**config.mk**
```make
export PLATFORM = sky130hd
export DESIGN_NAME = fir_timing_ctrl
export DESIGN_NICKNAME = d
export VERILOG_FILES = /design/src/rtl/fir_timing_ctrl_pkg.sv /design/src/rtl/fir_timing_ctrl_strobe_pipe.sv /design/src/rtl/fir_timing_ctrl.sv
export SDC_FILE = /design/constraint.sdc
export NUM_CORES = 1
export LEC_CHECK = 0
export ABC_CLOCK_PERIOD_IN_PS = 2050
export CAP_MARGIN = 20
export CORE_MARGIN = 4
export CORE_UTILIZATION = 35
export DETAILED_ROUTE_END_ITERATION = 8
export GPL_TIMING_DRIVEN = 0
export HOLD_SLACK_MARGIN = 0.15
export SLEW_MARGIN = 40
export SYNTH_ARGS = -nofsm -noshare
export SYNTH_HDL_FRONTEND = slang
export SYNTH_SLANG_ARGS = --single-unit
```
**constraint.sdc**
```tcl
create_clock -name clk -period 2.05 [get_ports clk]
set_input_delay 0.41 -clock clk [delete_from_list [all_inputs] [get_ports clk]]
set_output_delay 0.41 -clock clk [all_outputs]
set_load 0.01 [all_outputs]
```
**src/rtl/fir_timing_ctrl_pkg.sv**
```systemverilog
// Package: fir_timing_ctrl_pkg
// Purpose: Shared types and helpers for the FIR timing/strobe controller.
//   state_t   : controller state encoding (IDLE=0, WARMUP=1, RUN=2, DRAIN=3)
//   clamp_len : limits a requested frame length to the range 2..max_len
package fir_timing_ctrl_pkg;

  typedef enum logic [1:0] {
    ST_IDLE   = 2'd0,
    ST_WARMUP = 2'd1,
    ST_RUN    = 2'd2,
    ST_DRAIN  = 2'd3
  } state_t;

  // A frame needs at least two taps so that frame_start and frame_last
  // never coincide.
  function automatic int clamp_len(input int cfg, input int max_len);
    int res;
    res = cfg;
    if (cfg < 2) res = 2;
    else if (cfg > max_len) res = max_len;
    return res;
  endfunction

endpackage

```
**src/rtl/fir_timing_ctrl_strobe_pipe.sv**
```systemverilog
// Module: fir_timing_ctrl_strobe_pipe
// Purpose: DEPTH-stage {valid, ch} shift register that delays the frame_last
//   strobe by the DSP cascade latency. The channel field is zeroed whenever
//   valid is low so the output channel reads 0 outside a valid pulse.
// Ports:
//   clk, rst_n      clock, asynchronous active-low reset (clears all stages)
//   in_valid/in_ch  strobe and channel entering the delay line
//   out_valid/out_ch strobe and channel DEPTH cycles later
module fir_timing_ctrl_strobe_pipe #(
  parameter int DEPTH = 4,
  parameter int CH_W  = 1
) (
  input  logic            clk,
  input  logic            rst_n,
  input  logic            in_valid,
  input  logic [CH_W-1:0] in_ch,
  output logic            out_valid,
  output logic [CH_W-1:0] out_ch
);

  logic [DEPTH-1:0] valid_sr;
  logic [CH_W-1:0]  ch_sr [DEPTH];

  always_ff @(posedge clk or negedge rst_n) begin
    if (!rst_n) begin
      valid_sr <= '0;
      for (int i = 0; i < DEPTH; i++) ch_sr[i] <= '0;
    end else begin
      valid_sr[0] <= in_valid;
      ch_sr[0]    <= in_valid ? in_ch : '0;
      for (int i = 1; i < DEPTH; i++) begin
        valid_sr[i] <= valid_sr[i-1];
        ch_sr[i]    <= ch_sr[i-1];
      end
    end
  end

  assign out_valid = valid_sr[DEPTH-1];
  assign out_ch    = ch_sr[DEPTH-1];

endmodule

```
**src/rtl/fir_timing_ctrl.sv**
```systemverilog
// Module: fir_timing_ctrl
// Purpose: Tap/channel sequencer and strobe generator for a TDM multi-channel
//   FIR on a DSP58 cascade. Handles start/stop, a fixed warm-up period,
//   runtime frame length (clamped to 2..MAX_LEN) and a result-valid strobe
//   aligned to the DSP pipeline latency.
// Ports:
//   clk, rst_n   clock, asynchronous active-low reset
//   start        begin request (only honoured in IDLE)
//   stop         finish current frame, then drain
//   en           tap advance enable
//   len_cfg      taps per frame, sampled at start and at each frame boundary
//   busy         high in WARMUP, RUN, DRAIN
//   tap_idx      current tap index
//   ch_idx       channel of current frame
//   frame_start  first tap strobe (doubles as DSP accumulator clear)
//   frame_last   last tap strobe
//   out_valid    result valid at DSP output, out_ch its channel
module fir_timing_ctrl
  import fir_timing_ctrl_pkg::*;
#(
  parameter  int MAX_LEN     = 16,
  parameter  int DSP_LATENCY = 4,
  parameter  int START_DELAY = 7,
  parameter  int NUM_CH      = 1,
  localparam int LEN_W       = $clog2(MAX_LEN + 1),
  localparam int TAP_W       = (MAX_LEN > 2) ? $clog2(MAX_LEN) : 1,
  localparam int CH_W        = (NUM_CH > 2) ? $clog2(NUM_CH) : 1
) (
  input  logic             clk,
  input  logic             rst_n,
  input  logic             start,
  input  logic             stop,
  input  logic             en,
  input  logic [LEN_W-1:0] len_cfg,
  output logic             busy,
  output logic [TAP_W-1:0] tap_idx,
  output logic [CH_W-1:0]  ch_idx,
  output logic             frame_start,
  output logic             frame_last,
  output logic             out_valid,
  output logic [CH_W-1:0]  out_ch
);

  // One down-counter serves both the warm-up and the drain period.
  localparam int CNT_MAX = (START_DELAY > DSP_LATENCY) ? START_DELAY : DSP_LATENCY;
  localparam int CNT_W   = (CNT_MAX > 1) ? $clog2(CNT_MAX + 1) : 1;

  state_t           state;
  logic [TAP_W-1:0] tap_reg;
  logic [CH_W-1:0]  ch_reg;
  logic [LEN_W-1:0] len_reg;
  logic [CNT_W-1:0] cnt_reg;
  logic             stop_pend_reg;

  logic             run_adv;
  logic             tap_last;
  logic [LEN_W-1:0] len_next;
  logic [CH_W-1:0]  ch_wrap;

  assign run_adv  = (state == ST_RUN) && en;
  assign tap_last = (LEN_W'(tap_reg) == len_reg - LEN_W'(1));
  assign len_next = LEN_W'(clamp_len(int'(len_cfg), MAX_LEN));
  assign ch_wrap  = (ch_reg == CH_W'(NUM_CH - 1)) ? '0 : ch_reg + CH_W'(1);

  always_ff @(posedge clk or negedge rst_n) begin
    if (!rst_n) begin
      state         <= ST_IDLE;
      tap_reg       <= '0;
      ch_reg        <= '0;
      len_reg       <= LEN_W'(MAX_LEN);
      cnt_reg       <= '0;
      stop_pend_reg <= 1'b0;
    end else begin
      case (state)
        ST_IDLE: begin
          if (start && !stop) begin
            len_reg       <= len_next;
            tap_reg       <= '0;
            ch_reg        <= '0;
            stop_pend_reg <= 1'b0;
            if (START_DELAY > 0) begin
              // Counter holds remaining warm-up cycles minus one so WARMUP
              // lasts exactly START_DELAY cycles.
              state   <= ST_WARMUP;
              cnt_reg <= CNT_W'(START_DELAY - 1);
            end else begin
              state <= ST_RUN;
            end
          end
        end
        ST_WARMUP: begin
          if (stop) state <= ST_IDLE;
          else if (cnt_reg == '0) state <= ST_RUN;
          else cnt_reg <= cnt_reg - CNT_W'(1);
        end
        ST_RUN: begin
          if (stop) stop_pend_reg <= 1'b1;
          if (en) begin
            if (tap_last) begin
              tap_reg <= '0;
              ch_reg  <= ch_wrap;
              len_reg <= len_next;
              // A stop arriving on the last tap itself also ends the run.
              if (stop || stop_pend_reg) begin
                state   <= ST_DRAIN;
                cnt_reg <= CNT_W'(DSP_LATENCY - 1);
              end
            end else begin
              tap_reg <= tap_reg + TAP_W'(1);
            end
          end
        end
        ST_DRAIN: begin
          if (cnt_reg == '0) begin
            state         <= ST_IDLE;
            tap_reg       <= '0;
            ch_reg        <= '0;
            stop_pend_reg <= 1'b0;
          end else begin
            cnt_reg <= cnt_reg - CNT_W'(1);
          end
        end
        default: state <= ST_IDLE;
      endcase
    end
  end

  assign busy        = (state != ST_IDLE);
  assign tap_idx     = tap_reg;
  assign ch_idx      = ch_reg;
  assign frame_start = run_adv && (tap_reg == '0);
  assign frame_last  = run_adv && tap_last;

  fir_timing_ctrl_strobe_pipe #(
    .DEPTH (DSP_LATENCY),
    .CH_W  (CH_W)
  ) u_pipe (
    .clk       (clk),
    .rst_n     (rst_n),
    .in_valid  (frame_last),
    .in_ch     (ch_reg),
    .out_valid (out_valid),
    .out_ch    (out_ch)
  );

endmodule

```
==> impl_results.md <==
- Reg-to-reg endpoint: len_reg[2]
- Worst Hold Class: flop to flop
- Hold violation total from the final report: 0
- Via count: 965
- Reg power frac: 0.309
- Clock power frac: 0.089
- Failing checks: setup timing
- Final non-filler cell total: 197
- Insertion delay to the later sink of the worst-skew pair: 0.30 ns
- Worst hold path startpoint: u_pipe.valid_sr[1]
- Critical Path AT: 1.68 ns
- Cell depth of the worst flop-to-flop path: 8
- N_diodes: 0
- Vias in the first global route: 955
- Sequential Area: 479 um^2
- Worst hold stages: 0
- Final #Nets: 169
- Fin Hold WS: 0.364 ns
- Drt total wl: 2690 um
- Primary FF master, synth: dfrtp_1
- Reg-to-Reg Start: len_reg[0]
- Multi-input logic area: 716 um^2
- Final Critical Period: 2.09 ns
- Pre-CTS WS: -0.354 ns
- Core Box Area: 3130 um^2
- Status: finished with violations
- Asr flop ratio synth: 1.00
- Net Sw Power: 0.871 mW
- RSZ-0062 raised after global routing: true
- Final Wtd Congestion: 0.762
- Final instance area: 1610 um^2
- Global-route wire length before repair: 4370 um
- Placement Cell Area: 1400 um^2
- Cell Rows: 20
- CTS clock-pin slew for the worst setup and hold paths: 0.10 ns
- Setup Skew: 0.00683 ns
- Final setup violation count: 1
- Initial Utilization: 0.376
- CTS tree: done
- Most instantiated cells after synthesis: dfrtp_1, inv_1, nand3_1, nor2_1
- Top achievable clock speed: 479 MHz
- P&R area growth vs syn: 36.9%
- Worst setup margin: -0.0391 ns
- Area contributors post-synth: dfrtp_1, ha_1, mux2_4
- R2R Setup Slk: 0.09 ns
- Residual DRC: 0
- Largest net degree at the start of global routing: 20
- Synth Cell Area: 1180 um^2
- Critical path type: flop to primary output
- Initial antenna violation count: 0
- Vias/cell: 4.90
- Max Cap Viol: 0
- CTS sink count: 19
- Post-DRT Antenna Nets: 0
- Combinational Power Share: 0.602
- Root buffer cell: clkbuf_4
- Post-layout util: 0.515
- Max H-tree Level: 1
- Fillers: 306
- Ys Warns: 0
- IO Count: 20
- Seq/Total Area, Yosys: 0.405
- Mapped Avg Cell Area: 9.88 um^2
- Die Wd: 66.0 um
- Area leader, netlist: dfrtp_1
- Router iterations before antenna repair: 5
- Critical Path RT: 1.64 ns
- First DRT Iteration DRCs: 37
- Layout cells sized above 1: 0.314
- Max clock buf depth: 2
- Die Height: 66.0 um
- Total GRT Usage: 0.131
- Switching share of power: 0.403
- Post-synth top area share: 0.383
- Area of the die: 4350 um^2
- Drt wl/cell: 13.6 um
- Crit path launch type: flop
- Flops & latches, synth: 19
- Max-slew violations: 0
- Post-Place Cells: 181
- Leakage: 0.733 nW
- Max reg flops: 5
- EDFF count, synth: 0
- Total negative slack: -0.0391 ns
- Fin crit share: 1.02
- Synth unique cells: 46
- CP max FO: 2
- Port bufs: 17
- Peak VDD IR: 606 uV
- GR Overflow Total: 0
- Pwr dens: 1340 nW/um^2
- Top-count cell post-synth: dfrtp_1
- Design Power: 2.16 mW
- CP Capture Type: primary output
- Hold Path Sink: u_pipe.valid_sr[2]
- Mapped Cells: 119
- Pint: 1.29 mW
- CTS buffer count: 3
- HPWL Detailed: 1840 um
==> cell usage in the layout (no fill, tap or decap), types with 2 or more instances in the layout <==
cell,n
nand3b_1,2
buf_4,14
clkbuf_4,3
nand2b_1,2
mux2_4,3
inv_2,2
nand2_1,4
o21ai_0,4
inv_1,8
buf_6,2
conb_1,2
nor2_1,6
dfrtp_1,16
mux2i_1,2
buf_2,4
a21oi_1,5
o21ai_1,3
or2_1,2
ha_1,4
nand3_1,7
nor2b_1,2
a21o_1,2
clkdlybuf4s50_1,13
dfrtp_2,2
nor3_1,3
==> metal layers <==
metal / part of all wire / wire (um) / GRT usage / vias up
met2: 0.50 / 1350 / 0.234 / 16
met3: 0.032 / 87 / 0.0255 / 5
li1: - / - / - / 480
met5: 0 / 0 / 0 / -
met4: 0.014 / 37 / 0.0457 / 0
met1: 0.45 / 1210 / 0.154 / 464
==> worst max-delay path, cell delays in order, from the launching register on <==
cell and delay [ns]:
dfrtp_1 0.40, inv_2 0.08, ha_4 0.22, xnor2_4 0.13, nor2_4 0.14, o311ai_4 0.11, nor2_1 0.14, buf_2 0.15
==> how the worst max path moves through the flow <==
stage | from | endpoint | slack [ns] | cells after the start
floorplan | len_reg[0] | len_reg[2] | 0.20 | 6
global placement | en | frame_start | -0.34 | 4
detailed placement | len_reg[0] | frame_last | -0.35 | 7
CTS | len_reg[0] | frame_last | -0.06 | 7
global route | tap_idx[3] | frame_last | -0.11 | 5
finish | len_reg[0] | frame_last | -0.04 | 7
==> power by group through the flow <==
stage	clock [mW]	combinational, mW	sequential, mW
after global routing	0.217	1.42	0.688
after floorplan	0	0.704	0.622
after global placement	0	0.929	0.634
after CTS	0.199	1.10	0.638
final	0.193	1.30	0.667
after detailed placement	0	0.958	0.640
==> layout make-up <==
| cell class | count | share of cell area |
|---|---|---|
| inverters | 10 | 0.0233 |
| multi-input cells | 85 | 0.444 |
| well taps | 44 | 0.0342 |
| flip-flops and latches | 19 | 0.298 |
| repair buffers | 29 | 0.153 |
| plain buffers | 6 | 0.0311 |
| clock buffers | 4 | 0.0163 |
==> repair_timing <==
action	in CTS	in global routing
resized for setup	21	12
endpoints found under the hold margin	18	0
cloned	0	0
hold buffers	1	0
setup buffers	6	6
setup endpoints to repair	3	7
pin swaps	5	5
==> cells by family (layout without fill, tap and decap cells) <==
family	Yosys count	in the layout	share of synthesized area
XOR/XNOR	5	5	0.0436
AND/OR/NAND/NOR	41	41	0.196
flip-flops	19	19	0.405
adder cells (fa/ha/maj)	5	5	0.0532
other	1	2	0.00319
multiplexers	5	5	0.0553
buffers and inverters	16	49	0.0638
AO/OA/AOI/OAI	27	27	0.180
(Power assumes the default switching activity.)
